===== src/rtl/soc_msp430_ram_arb_pkg.sv =====
// Shared constants and types for the two-master RAM port arbiter.
package soc_msp430_ram_arb_pkg;

    localparam logic [1:0] RD_EN     = 2'b11;
    localparam logic [1:0] WEN_ALL   = 2'b00;
    localparam int         ARB_FIXED = 0;
    localparam int         ARB_RR    = 1;

    typedef logic arb_id_t;

endpackage


===== src/rtl/soc_msp430_arb_rr2.sv =====
// Two-way grant generator, fixed priority or round-robin, with the last_grant register.
module soc_msp430_arb_rr2
    import soc_msp430_ram_arb_pkg::*;
#(
    parameter int ARB_MODE = ARB_RR
) (
    input  logic mclk,
    input  logic reset_n,
    input  logic req0,
    input  logic req1,
    output logic gnt_vld,
    output logic gnt_id
);

    arb_id_t last_grant;

    // Grants are masked while reset is low so every output sits at its reset value.
    always_comb begin
        gnt_vld = reset_n && (req0 || req1);
        gnt_id  = 1'b0;
        if (req0 && req1) begin
            gnt_id = (ARB_MODE == ARB_RR) ? ~last_grant : 1'b0;
        end else if (req1) begin
            gnt_id = 1'b1;
        end
    end

    always_ff @(posedge mclk or negedge reset_n) begin
        if (!reset_n) begin
            last_grant <= 1'b1;
        end else if (gnt_vld) begin
            last_grant <= gnt_id;
        end
    end

endmodule


===== src/rtl/soc_msp430_ram_arb.sv =====
// Shares one MSP430 data RAM port between two masters; returns read data one cycle after accept.
module soc_msp430_ram_arb
    import soc_msp430_ram_arb_pkg::*;
#(
    parameter int ADDR_MSB = 6,
    parameter int MEM_SIZE = 256,
    parameter int ARB_MODE = ARB_RR
) (
    input  logic                mclk,
    input  logic                reset_n,
    input  logic                req0,
    input  logic                req1,
    input  logic [ADDR_MSB:0]   addr0,
    input  logic [ADDR_MSB:0]   addr1,
    input  logic [1:0]          wen0,
    input  logic [1:0]          wen1,
    input  logic [15:0]         din0,
    input  logic [15:0]         din1,
    output logic                ready0,
    output logic                ready1,
    output logic [15:0]         rdata0,
    output logic [15:0]         rdata1,
    output logic                rvalid0,
    output logic                rvalid1,
    output logic [ADDR_MSB:0]   ram_addr,
    output logic                ram_cen,
    output logic [1:0]          ram_wen,
    output logic [15:0]         ram_din,
    input  logic [15:0]         ram_dout
);

    localparam int ADDR_W = ADDR_MSB + 1;
    localparam int WORDS  = MEM_SIZE / 2;

    logic          gnt_vld;
    arb_id_t       gnt_id;
    logic [ADDR_MSB:0] sel_addr;
    logic [1:0]    sel_wen;
    logic [15:0]   sel_din;
    logic          in_range;
    logic          rd_acc;
    logic          rd_pend0, rd_pend1, oob_rd;
    logic [15:0]   rdata_q0, rdata_q1;
    logic [15:0]   ret_data;

    soc_msp430_arb_rr2 #(.ARB_MODE(ARB_MODE)) u_arb (
        .mclk    (mclk),
        .reset_n (reset_n),
        .req0    (req0),
        .req1    (req1),
        .gnt_vld (gnt_vld),
        .gnt_id  (gnt_id)
    );

    always_comb begin
        sel_addr = gnt_id ? addr1 : addr0;
        sel_wen  = gnt_id ? wen1  : wen0;
        sel_din  = gnt_id ? din1  : din0;
    end

    // When the address bus cannot reach past the RAM, every address is valid.
    generate
        if ((1 << ADDR_W) <= WORDS) begin : g_full_range
            assign in_range = 1'b1;
        end else begin : g_range_chk
            assign in_range = sel_addr < ADDR_W'(WORDS);
        end
    endgenerate

    always_comb begin
        ready0   = gnt_vld && !gnt_id;
        ready1   = gnt_vld && gnt_id;
        ram_cen  = !(gnt_vld && in_range);
        ram_wen  = gnt_vld ? sel_wen  : RD_EN;
        ram_addr = gnt_vld ? sel_addr : '0;
        ram_din  = gnt_vld ? sel_din  : 16'h0000;
        rd_acc   = gnt_vld && (sel_wen == RD_EN);
    end

    always_ff @(posedge mclk or negedge reset_n) begin
        if (!reset_n) begin
            rd_pend0 <= 1'b0;
            rd_pend1 <= 1'b0;
            oob_rd   <= 1'b0;
            rdata_q0 <= 16'h0000;
            rdata_q1 <= 16'h0000;
        end else begin
            rd_pend0 <= rd_acc && !gnt_id;
            rd_pend1 <= rd_acc && gnt_id;
            oob_rd   <= rd_acc && !in_range;
            if (rd_pend0) rdata_q0 <= ret_data;
            if (rd_pend1) rdata_q1 <= ret_data;
        end
    end

    // The RAM output is only live in the return cycle, so it bypasses the hold register then.
    always_comb begin
        ret_data = oob_rd ? 16'h0000 : ram_dout;
        rvalid0  = rd_pend0;
        rvalid1  = rd_pend1;
        rdata0   = rd_pend0 ? ret_data : rdata_q0;
        rdata1   = rd_pend1 ? ret_data : rdata_q1;
    end

endmodule


===== config.mk =====
export PLATFORM = sky130hd
export DESIGN_NAME = soc_msp430_ram_arb
export DESIGN_NICKNAME = d
export VERILOG_FILES = /design/src/rtl/soc_msp430_ram_arb_pkg.sv /design/src/rtl/soc_msp430_arb_rr2.sv /design/src/rtl/soc_msp430_ram_arb.sv
export SDC_FILE = /design/constraint.sdc
export NUM_CORES = 1
export LEC_CHECK = 0
export CAP_MARGIN = 25
export CORE_UTILIZATION = 35
export CTS_CLUSTER_SIZE = 16
export DETAILED_ROUTE_END_ITERATION = 8
export PLACE_DENSITY = 0.83
export SYNTH_ARGS = -nofsm -noshare
export SYNTH_HDL_FRONTEND = slang
export SYNTH_SLANG_ARGS = --single-unit

===== constraint.sdc =====
create_clock -name mclk -period 1.86 [get_ports mclk]
set_clock_uncertainty 0.15 [all_clocks]
set_input_delay 0.372 -clock mclk [delete_from_list [all_inputs] [get_ports mclk]]
set_output_delay 0.372 -clock mclk [all_outputs]
set_load 0.05 [all_outputs]

==> flow_summary.yaml, run 1 <==
outcome:
  status: "finished, violations left"
  violations: "setup timing"
cells_and_area:
  fin_util_pct: 87.5
  final_cells: 404
  layout.nets: 403
  design_area_sq_um: 4530
  drive_above_1_share_pct: 53.3
  nFillCells: 240
  diodes: 0
  area_growth_pct: 137
setup_path:
  path_depth: 5
  rr_worst_depth: 5
  criticalPathCategory: "flip-flop to output pin"
  critical_path.top_delay_family: "flip-flops"
  timing.rr.start: "u_arb.last_grant"
  cp_max_fo: 8
  crit_required_ns: 1.34
  cp.arrival_ns: 1.64
  critPathSlowestCell: "dfstp_2"
  end_kind: "output pin"
  critPathLaunch: "u_arb.last_grant"
  cp_cell_sequence: "nor2b_4, nand2b_4, buf_12, o22ai_4, buf_6"
  critPathBufInv: 2
  slowest_delay_ns: 0.59
  critPathLaunchType: "flip-flop"
placed_design:
  placed_area_sq_um: 3860
  portBuffers: 131
  dp_cells: 367
  hpwl_um: 4640
  place_congestion: 0.762
  dp_slack_ns: -0.464
sta:
  drv_slew: 0
  fin_crit_sh_pct: 116
  slew_headroom_pct: 76.2
  finalHoldViolations: 0
  setup_viol: 58
  tightest_slew_ns: 0.358
  timing.hold.ws_ns: 0.194
  setup_tns_ns: -9.32
  setup_ws_ns: -0.302
  timing.fmax_ghz: 0.462
  rsz0062_at_grt: "yes"
  period_minus_slack_ns: 2.16
floorplanning:
  rows: 26
  die_y_um: 75.8
  io_pins: 132
  core_sq_um: 5170
  die_w_um: 75.8
  initial_utilization_pct: 36.8
  dieArea_sq_um: 5740
logic_synthesis:
  synth_fa_ha_area_share_pct: 0
  synth_top_family_by_area: "multiplexers"
  synth_top_area_share_pct: 44.6
  avgSynthCellArea_sq_um: 11.3
  synth_seq_cells: 35
  syn_inst: 169
  synth-simple-area-share_pct: 12.5
  synth.distinct_cells: 23
  yosysSeqAreaShare_pct: 46.0
  synthTopCellsByArea: "dfrtp_1, mux2_2, o22ai_2, nand2_1, buf_12"
  yosysWarnings: 0
  synth_xor_area_share_pct: 0
  syn_area_sq_um: 1910
  synth_compound_area_share_pct: 15.8
  synth_mux_area_share_pct: 18.9
  synth_largest_area_cell: "dfrtp_1"
  synth_fp_nets: 239
clock_tree:
  insertion_delay_ns: 0.28
  clk_pin_slew_worst_paths_ns: 0.07
  clock_path_buffers: 2
  cts_tree: "done"
  cts_root_buf: "clkbuf_8"
  cts.sinks: 35
  cts_made_buffers: 5
  cts_htree_levels: 2
drt:
  drt-wirelength-per-cell_um: 20.2
  vias_per_cell: 5.01
  drt_pass1_iterations: 4
  drc: 0
  postRouteAntennaNets: 0
  finalWirelength_um: 8180
  vias: 2024
  drt-initial-drc-count: 85
power:
  ir_worst_vdd_v: 0.000620
  leakage_nw: 1.94
  powerDensity_nw_per_um2: 1040
  report.power.total_mw: 4.70
worst_hold_path:
  worst_hold_path_type: "primary input to asynchronous set/reset pin"
global_routing:
  grt_max_degree: 41
  grt_overflow_total: 0
  grt_pass1_vias: 2209
  antenna_found_initial: 0
  track_usage_pct: 26.7
  grt_pass1_wl_um: 11100
job:
  max_cap_viol_count: 0
-- synthesized netlist by cell type --
master / count
o32ai_1: 2
nor2_2: 1
nor3_4: 1
o22ai_1: 5
clkbuf_1: 5
nand2b_4: 1
a21oi_1: 1
nand2_1: 49
nor2b_2: 1
o22ai_2: 18
buf_4: 2
mux2_2: 32
buf_2: 5
buf_12: 2
a31oi_1: 1
dfrtp_1: 34
a21bo_2: 1
buf_6: 2
dfstp_2: 1
nor2_1: 1
inv_1: 2
o21ai_0: 1
and3_1: 1
-- tightest hold or removal path, cell delays in order --
cell and delay (ns):
buf_2 0.15, buf_4 0.17, buf_4 0.35
-- power by group --
group	leakage [nW]	internal [mW]	switching, mW
Combinational	1.47	1.51	1.54
Sequential	0.421	0.958	0.0922
Clock	0.0515	0.338	0.265
Total	1.94	2.80	1.89
-- what timing repair did --
action,4_1_cts,5_1_grt
hold endpoints to repair,6,0
setup endpoints to repair,59,59
buffers inserted,17,9
pin swaps,7,3
resized for setup,45,28
hold buffers,1,0
gates cloned,5,1
-- layer usage --
| layer | part of all wire (%) | GRT usage (%) | up-vias |
|---|---|---|---|
| li1 | - | - | 911 |
| met3 | 7.2 | 9.39 | 15 |
| met4 | 1.5 | 11.3 | 0 |
| met5 | 0 | 0 | - |
| met1 | 36 | 26.7 | 988 |
| met2 | 55 | 49.9 | 110 |
-- final cells by class --
cell class | instances | area [sq um] | area share [%]
Sequential cell | 35 | 880 | 19.4
Tap cell | 70 | 87.6 | 1.94
Timing Repair Buffer | 173 | 2170 | 48.1
Multi-Input combinational cell | 116 | 1280 | 28.2
Clock buffer | 8 | 100 | 2.21
Inverter | 2 | 7.51 | 0.166
-- sequential cells by signal, summed over array words and instances, names as in the netlist --
signal	flops
rdata_q1	16
rvalid1	1
rdata_q0	16
u_arb.last_grant	1
rvalid0	1
-- final timing paths --
path / end / slack (ns)
worst min-delay path: rdata_q0[7] / 0.19
worst max-delay path: ram_din[6] / -0.30
min in group mclk: u_arb.last_grant / 0.33
max in group asynchronous: rdata_q0[9] / 0.72
worst max register to register: rvalid0 / 0.37
worst min register to register: rdata_q1[14] / 0.38
-- placed cells by master, fill, tap and decap left out --
cell,n
nand2_1,48
dfrtp_2,2
buf_2,1
a31oi_1,1
nor2_4,2
clkbuf_1,1
o21ai_1,1
a21bo_4,1
nand2b_4,1
dfstp_2,1
dfrtp_1,32
clkbuf_8,7
dlygate4sd2_1,2
buf_16,2
inv_1,2
nor2b_4,1
buf_8,1
and3_1,1
a21oi_1,1
nor3_4,1
o22ai_4,23
buf_4,28
buf_6,28
buf_12,43
mux2_4,32
o32ai_2,1
clkdlybuf4s50_1,66
clkbuf_16,1
nand2_2,1
o32ai_4,1
dlygate4sd3_1,1
-- cell families (layout without fill, tap and decap cells) --
group,Yosys count,count (layout)
buffers and inverters,18,183
AND/OR/NAND/NOR,55,55
flip-flops,35,35
multiplexers,32,32
AO/OA/AOI/OAI,29,29
Power figures use the tool's default switching activity.
==> run 2, diff against run 1 <==
--- a/config.mk
+++ b/config.mk
@@ -5,11 +5,11 @@
 export SDC_FILE = /design/constraint.sdc
 export NUM_CORES = 1
 export LEC_CHECK = 0
-export CAP_MARGIN = 25
-export CORE_UTILIZATION = 35
+export CAP_MARGIN = 20
+export CORE_UTILIZATION = 32
 export CTS_CLUSTER_SIZE = 16
 export DETAILED_ROUTE_END_ITERATION = 8
-export PLACE_DENSITY = 0.83
+export PLACE_DENSITY = 0.8
 export SYNTH_ARGS = -nofsm -noshare
 export SYNTH_HDL_FRONTEND = slang
 export SYNTH_SLANG_ARGS = --single-unit
==> constraint.sdc (replaced) <==
create_clock -name mclk -period 1.75 [get_ports mclk]
set_clock_uncertainty 0.15 [all_clocks]
set_input_delay 0.35 -clock mclk [delete_from_list [all_inputs] [get_ports mclk]]
set_output_delay 0.35 -clock mclk [all_outputs]
set_load 0.05 [all_outputs]
==> run 2 against run 1 <==
Worst setup slack worse by 0.081 ns. The run still ends with setup timing left. Design area is 1.3% lower. Worst hold slack worse by 0.063 ns. Clock power is 1% lower. Final cell count is 0.25% higher. Highest routed layer is now met5. Non-clock buffer count is the same. Core utilization decreased by 7.8 points. Largest cell class unchanged.
==> flow_summary.yaml, run 2 (same netlist as run 1, synthesis figures left out) <==
cells_and_area:
  area_growth_pct: 134
  drive_above_1_share_pct: 53.5
  layout.nets: 403
  diodes: 0
  fin_util_pct: 79.7
  final_common_cell: "clkdlybuf4s50_1"
  design_area_sq_um: 4470
  reg_top3: "rdata_q0 x16, rdata_q1 x16"
  final_cell_mix: "clkdlybuf4s50_1, nand2_1, buf_12"
drt:
  vias: 1979
  drt-initial-drc-count: 36
  vias_per_cell: 4.89
  finalWirelength_um: 7590
  postRouteAntennaNets: 0
  drt-wirelength-per-cell_um: 18.7
  drt_pass1_iterations: 4
  drc: 0
setup_path:
  crit_required_ns: 1.25
  critical_path.top_delay_family: "flip-flops"
  end_kind: "output pin"
  critPathLaunchType: "flip-flop"
  critPathBufInv: 2
  cp_max_fo: 7
  critPathSlowestCell: "dfstp_2"
  criticalPathCategory: "flip-flop to output pin"
  slowest_delay_ns: 0.57
  cp_cell_sequence: "nor2b_2, nand2b_4, buf_16, o22ai_4, buf_6"
  cp.arrival_ns: 1.63
floorplanning:
  core_sq_um: 5610
  initial_utilization_pct: 34.0
  die_w_um: 79.2
  dieArea_sq_um: 6270
  die_y_um: 79.2
  io_pins: 132
  rows: 27
sta:
  rsz0062_at_grt: "yes"
  setup_ws_ns: -0.383
  period_minus_slack_ns: 2.13
  tightest_slew_ns: 0.249
  fin_crit_sh_pct: 122
  timing.fmax_ghz: 0.469
  drv_slew: 0
  slew_headroom_pct: 83.4
  setup_viol: 59
  finalHoldViolations: 0
  timing.hold.ws_ns: 0.131
power:
  leakage_nw: 1.93
  ir_worst_vdd_v: 0.000820
  powerDensity_nw_per_um2: 1100
clock_tree:
  insertion_delay_ns: 0.29
  clock_path_buffers: 2
  cts_htree_levels: 2
  cts_made_buffers: 5
  cts_tree: "done"
  cts_hold_buf: 0
  cts_root_buf: "clkbuf_8"
  clk_pin_slew_worst_paths_ns: 0.07
  cts.sinks: 35
placed_design:
  placed_area_sq_um: 3930
  place_congestion: 0.717
  portBuffers: 131
  hpwl_um: 4950
  dp_slack_ns: -0.433
global_routing:
  grt_pass1_vias: 2083
  grt_max_degree: 39
  track_usage_pct: 24.5
  grt_pass1_wl_um: 11200
  grt_overflow_total: 0
  antenna_found_initial: 1
outcome:
  violations: "setup timing"
  status: "finished, violations left"
worst_hold_path:
  worst_hold_path_type: "primary input to asynchronous set/reset pin"
job:
  max_cap_viol_count: 0
==> run 2: changes by cell type in the layout (fill, tap and decap cells not counted), sizes merged <==
cell | previous run | this run
buf | 103 | 102
clkinv | 0 | 1
dlygate4sd3 | 1 | 0
==> run 2: final timing paths <==
kind,cells past startpoint,to,slack (ns),startpoint
max in group asynchronous,3,u_arb.last_grant,1.07,reset_n
min in group mclk,1,rdata_q0[4],0.37,rdata_q0[4]
worst min-delay path,3,rdata_q1[4],0.13,reset_n
worst max-delay path,5,ram_din[13],-0.38,u_arb.last_grant
worst min register to register,1,rdata_q0[4],0.37,rdata_q0[4]
worst max register to register,4,rdata_q0[6],0.26,rvalid0
==> run 2: per-stage QoR <==
step           power (mW)  std cells  TNS, ns
3_3_place_gp         3.91        373   -10.53
6_report             4.89        405   -13.97
3_5_place_dp         3.97        373   -11.20
2_1_floorplan        2.63        169    -2.28
4_1_cts              4.77        393   -16.03
5_1_grt              5.04        405   -16.21
==> run 2: area by class of cell <==
cell class	instances	area [sq um]
clock buffer	6	82.6
clock inverter	1	5.00
fill	330	1140
inverter	2	7.51
multi-input combinational	116	1230
sequential	35	880
tap	72	90.1
timing repair buffer	173	2170
==> run 2: power breakdown <==
group	leakage, nW	switching [mW]	internal (mW)
Sequential	0.421	0.0836	1.02
Combinational	1.46	1.60	1.60
Clock	0.0470	0.285	0.309
Total	1.93	1.97	2.93
==> run 2: worst reg2reg max path: cells and delay by family (launching register included) <==
kind                   cells  cell delay (ns)
flip-flops                 1             0.46
multiplexers               1             0.32
buffers and inverters      3             0.46
==> run 2: repair_timing <==
item                       in CTS  in global routing
pin swaps                       2                  2
gates resized for setup        52                  4
setup endpoints to repair      60                 60
cloned                          5                  1
buffers inserted                8                 15
==> run 2: per-layer routing <==
metal | GRT usage (%) | vias up | part of all wire, %
met4 | 8.55 | 2 | 1.7
li1 | - | 916 | -
met5 | 0 | - | 0.20
met2 | 45.9 | 102 | 55
met1 | 24.8 | 948 | 36
met3 | 8.74 | 11 | 7.7
